## config.mk

```make
export PLATFORM = sky130hd
export DESIGN_NAME = bcd_addsub_serial
export DESIGN_NICKNAME = d
export VERILOG_FILES = /design/src/rtl/bcd_addsub_serial.sv
export SDC_FILE = /design/constraint.sdc
export NUM_CORES = 1
export LEC_CHECK = 0
export ABC_CLOCK_PERIOD_IN_PS = 3300
export BUFFER_PORTS_ARGS = -buffer_cell sky130_fd_sc_hd__buf_2
export CORE_ASPECT_RATIO = 0.75
export CORE_UTILIZATION = 50
export DETAILED_ROUTE_END_ITERATION = 12
export PLACE_DENSITY = 0.69
export SLEW_MARGIN = 20
export SYNTH_ARGS = -nofsm -noshare
export SYNTH_HDL_FRONTEND = slang
export SYNTH_SLANG_ARGS = --single-unit
```

## constraint.sdc

```tcl
create_clock -name CLOCK_50 -period 3.3 [get_ports CLOCK_50]
set_clock_uncertainty 0.2 [all_clocks]
set_input_delay 0.66 -clock CLOCK_50 [delete_from_list [all_inputs] [get_ports CLOCK_50]]
set_output_delay 0.66 -clock CLOCK_50 [all_outputs]
set_load 0.01 [all_outputs]
```

## src/rtl/bcd_addsub_serial.sv

```systemverilog
// ---------------------------------------------------------------------------
// bcd_addsub_serial
//
// Two-digit BCD adder/subtractor that processes one decimal digit per clock.
// An operation is accepted in IDLE. The ones digit is resolved in ONES and
// the tens digit, with the ones carry/borrow, in TENS. The result is then
// presented with a one-cycle done pulse in FINISH. If any captured operand
// digit is not a legal BCD digit, the arithmetic states are skipped and
// FINISH reports the operation as invalid.
//
// Ports
//   CLOCK_50            in   sole clock, rising-edge active
//   reset_n             in   asynchronous active-low reset
//   start               in   begin an operation (sampled only in IDLE)
//   operator            in   0 = A+B, 1 = A-B (captured with start)
//   a_bcd[7:0]          in   operand A, [7:4] tens digit, [3:0] ones digit
//   b_bcd[7:0]          in   operand B, same format as a_bcd
//   busy                out  high in every state except IDLE
//   done                out  high for the single FINISH cycle
//   result[7:0]         out  BCD result, [7:4] tens digit, [3:0] ones digit
//   overflow_underflow  out  carry (add) or borrow (subtract) out of tens
//   invalid             out  a captured operand digit was greater than 9
// ---------------------------------------------------------------------------
module bcd_addsub_serial (
  input  logic       CLOCK_50,
  input  logic       reset_n,
  input  logic       start,
  input  logic       operator,
  input  logic [7:0] a_bcd,
  input  logic [7:0] b_bcd,
  output logic       busy,
  output logic       done,
  output logic [7:0] result,
  output logic       overflow_underflow,
  output logic       invalid
);

  typedef enum logic [1:0] {
    IDLE   = 2'd0,
    ONES   = 2'd1,
    TENS   = 2'd2,
    FINISH = 2'd3
  } state_t;

  state_t     state_q, state_d;

  // Captured operation; frozen for the whole operation.
  logic [7:0] a_q, a_d;
  logic [7:0] b_q, b_d;
  logic       op_q, op_d;

  // Ones digit and its carry/borrow, held between ONES and TENS.
  logic [3:0] ones_q, ones_d;
  logic       cy_q, cy_d;

  // Visible result registers; written only on the edge that enters FINISH.
  logic [7:0] result_q, result_d;
  logic       ovf_q, ovf_d;
  logic       inv_q, inv_d;

  // {carry/borrow out, digit} for each digit position.
  logic [4:0] ones_res;
  logic [4:0] tens_res;
  logic       operands_ok;

  // One decimal digit of add or subtract with carry/borrow in.
  // The returned bit 4 is the carry/borrow out, and bits 3:0 are the
  // resulting BCD digit. For subtract, the 5-bit difference spans -10..9,
  // so bit 4 is the sign.
  function automatic logic [4:0] digit_step(input logic [3:0] x,
                                            input logic [3:0] y,
                                            input logic       cin,
                                            input logic       sub);
    logic [4:0] raw;
    logic [4:0] adj;
    if (!sub) begin
      raw = {1'b0, x} + {1'b0, y} + {4'd0, cin};
      if (raw > 5'd9) begin
        adj = raw - 5'd10;
        return {1'b1, adj[3:0]};
      end
      return {1'b0, raw[3:0]};
    end else begin
      raw = {1'b0, x} - {1'b0, y} - {4'd0, cin};
      if (raw[4]) begin
        adj = raw + 5'd10;
        return {1'b1, adj[3:0]};
      end
      return {1'b0, raw[3:0]};
    end
  endfunction

  function automatic logic digit_ok(input logic [3:0] d);
    return (d <= 4'd9);
  endfunction

  assign operands_ok = digit_ok(a_bcd[7:4]) && digit_ok(a_bcd[3:0]) &&
                       digit_ok(b_bcd[7:4]) && digit_ok(b_bcd[3:0]);

  assign ones_res = digit_step(a_q[3:0], b_q[3:0], 1'b0, op_q);
  assign tens_res = digit_step(a_q[7:4], b_q[7:4], cy_q, op_q);

  // Next-state and datapath update.
  always_comb begin
    state_d  = state_q;
    a_d      = a_q;
    b_d      = b_q;
    op_d     = op_q;
    ones_d   = ones_q;
    cy_d     = cy_q;
    result_d = result_q;
    ovf_d    = ovf_q;
    inv_d    = inv_q;

    case (state_q)
      IDLE: begin
        if (start) begin
          a_d  = a_bcd;
          b_d  = b_bcd;
          op_d = operator;
          if (operands_ok) begin
            state_d = ONES;
          end else begin
            // Bad operand: go straight to FINISH with the invalid result.
            state_d  = FINISH;
            result_d = 8'h00;
            ovf_d    = 1'b0;
            inv_d    = 1'b1;
          end
        end
      end

      ONES: begin
        ones_d  = ones_res[3:0];
        cy_d    = ones_res[4];
        state_d = TENS;
      end

      TENS: begin
        result_d = {tens_res[3:0], ones_q};
        ovf_d    = tens_res[4];
        inv_d    = 1'b0;
        state_d  = FINISH;
      end

      FINISH: begin
        state_d = IDLE;
      end

      default: begin
        state_d = IDLE;
      end
    endcase
  end

  always_ff @(posedge CLOCK_50 or negedge reset_n) begin
    if (!reset_n) begin
      state_q  <= IDLE;
      a_q      <= 8'h00;
      b_q      <= 8'h00;
      op_q     <= 1'b0;
      ones_q   <= 4'h0;
      cy_q     <= 1'b0;
      result_q <= 8'h00;
      ovf_q    <= 1'b0;
      inv_q    <= 1'b0;
    end else begin
      state_q  <= state_d;
      a_q      <= a_d;
      b_q      <= b_d;
      op_q     <= op_d;
      ones_q   <= ones_d;
      cy_q     <= cy_d;
      result_q <= result_d;
      ovf_q    <= ovf_d;
      inv_q    <= inv_d;
    end
  end

  assign busy               = (state_q != IDLE);
  assign done               = (state_q == FINISH);
  assign result             = result_q;
  assign overflow_underflow = ovf_q;
  assign invalid            = inv_q;

endmodule

```

==> results.cfg <==
[finish]
multi_input_area_mm2 = 0.00138
syn_to_final_growth_pct = 12.2
fill_cells = 390
layoutNonFillerInstCount = 319
nets = 315
drive_gt1_share_pct = 23.3
seq_area_um2 = 851
n_antenna_cell = 0

[yosys]
syn-mean-instance-area_um2 = 10.2
synth-seq-cells = 34
synth.cell_area_mm2 = 0.00235
synth_nets = 282
ys_types = 39
yosysSeqAreaShare_pct = 36.2
ys_warn_count = 0
async_flop_share_pct = 100
synth-edff-count = 0
syn_inst = 230
ys.flop_type = dfrtp_1

[placement]
hpwl_mm = 3.27
dp.cells = 313
io_buffers = 31
gp_congestion = 0.919

[worst_setup_path]
cpMostUsedCell = fa_1
path_cells = fa_1 > fa_1 > xor2_1 > ha_1 > nand2_1 > a2111oi_0 > a221oi_1 > o21ai_0
path_delay_family = adder cells
worstSetupPathType = register to register
worst-path-buf-inv = 0
max_stage_delay_ps = 510
end_kind = register
crit_arrival_ps = 2930
slowest_stage = a2111oi_0
crit_path_max_fanout = 4
start_kind = register
critPathRequiredTime_ps = 3300

[routing]
drt-wirelength-per-cell_um = 13.0
drt_pass1_iterations = 4
ant_nets = 0
route.detailed.drc = 0
viasPerCell = 5.24
vias = 1671
finalWirelength_mm = 4.14
drtIter0Drc = 67

[sta]
slew_headroom_pct = 49.5
slew_viol_final = 0
period_minus_slack_ps = 2920
setup_tns_ps = 0
worst_slew_pin_slew_ps = 758
rsz0062_at_grt = no
fin_crit_sh_pct = 88.6
setup_viol = 0
timing_hold_violations_final = 0
max_freq_mhz = 342

[clock_tree]
clkLatencyLatePin_ps = 270
cts_resized = 0
cts_root_buffer = clkbuf_8
cts_buffers = 5
holdBufCountCts = 0
cts_tree = done
cts_num_sinks = 34
clkTransAtPathRegs_ps = 70
cts_setup_buffers = 0
htreeDepth = 2
ctsLongestPathBuffers = 2

[grt]
grt_overflow = 0
grt_antenna_before_repair = 0
grt_max_degree = 35
track_usage_pct = 18.1
grt_pass1_wl_mm = 6.59
grt_pass1_vias = 1394

[status]
status = finished, final reports clean

[floorplanning]
ios = 32
dieArea_mm2 = 0.00498
die_h_um = 61.3
coreArea_mm2 = 0.00449
chipWidth_um = 81.1
initial_core_util_pct = 52.2
rows = 21

[flow_run]
cap_viol_max_count = 0

[min_path]
hold_path_class = input port to async pin
[flip-flops by register name, indices dropped and copies added (netlist names)]
signal / cells
cy_q: 1
invalid: 1
overflow_underflow: 1
state_q: 2
b_q: 8
ones_q: 4
a_q: 8
op_q: 1
result: 8
[routing by layer]
| layer | GRT usage, % | part of all wire, % | up-vias |
|---|---|---|---|
| met2 | 24.1 | 37 | 56 |
| met1 | 28.9 | 57 | 752 |
| met4 | 3.83 | 0.46 | 0 |
| met3 | 4.44 | 5.4 | 2 |
| li1 | - | - | 861 |
| met5 | 0 | 0 | - |
[stage by stage]
step           instance area (µm²)  utilization (%)  hold WS, ps  worst slack, ps
3_5_place_dp                  2550             56.8          270              415
2_1_floorplan                 2350                -          164              614
5_1_grt                       2630             58.6          295              266
4_1_cts                       2630             58.6          279              407
3_3_place_gp                  2550             56.8          259              502
6_report                      2630             58.6          250              376
[layout make-up]
class | instances | share of cell area [%]
flip-flops and latches | 34 | 32.3
inverters | 25 | 3.56
well taps | 57 | 2.71
multi-input cells | 166 | 52.4
clock buffers | 6 | 3.14
repair buffers | 31 | 5.89
[cell usage after synthesis, types with 3 or more instances]
library cell / n / share of area, %
a21o_1: 3 / 0.96
clkbuf_1: 4 / 0.64
xor2_1: 6 / 2.2
ha_1: 26 / 14
o21bai_1: 3 / 0.96
dfrtp_1: 34 / 36
xnor2_1: 6 / 2.2
mux2_2: 20 / 9.6
nor2_1: 9 / 1.4
a21oi_1: 11 / 2.3
fa_1: 6 / 5.1
mux2i_1: 3 / 1.3
o21ai_0: 19 / 4.1
nand2_1: 20 / 3.2
nand2b_1: 5 / 1.3
inv_1: 25 / 4.0
[final timing paths]
| kind | start | slack (ps) | depth (start not counted) | end |
|---|---|---|---|---|
| setup / recovery | a_q[4]$_DFFE_PN0P_ | 380 | 8 | result[5]$_DFFE_PN0P_ |
| hold reg to reg | result[1]$_DFFE_PN0P_ | 280 | 2 | result[1]$_DFFE_PN0P_ |
| setup reg to reg | a_q[4]$_DFFE_PN0P_ | 380 | 8 | result[5]$_DFFE_PN0P_ |
| min in group CLOCK_50 | result[1]$_DFFE_PN0P_ | 280 | 2 | result[1]$_DFFE_PN0P_ |
| max in group asynchronous | reset_n | 2160 | 1 | b_q[5]$_DFFE_PN0P_ |
| hold / removal | reset_n | 250 | 1 | result[3]$_DFFE_PN0P_ |
[cells by family after synthesis]
family / synth area share, %
compound gates: 15.4
xor+xnor: 5.44
fa+ha+maj: 19.0
buf+inv: 4.96
flops: 36.2
mux: 10.9
simple gates: 8.10
[cells in the final DEF, fill, tap and decap left out, drive strengths merged, types with 2 or more instances in the layout]
cell type   n
a211o       2
a21o        3
a21oi      12
a221oi      2
a22o        2
a31oi       2
buf        31
clkbuf      6
dfrtp      34
fa          6
ha         26
inv        25
mux2       20
mux2i       3
nand2      20
nand2b      5
nand3       2
nand4       2
nor2        9
o211ai      2
o21ai      21
o21bai      3
o221ai      2
xnor2       6
xor2        6
Power is not shown: default switching activity piles up to over one toggle a cycle in this logic, so the estimate is an artifact.
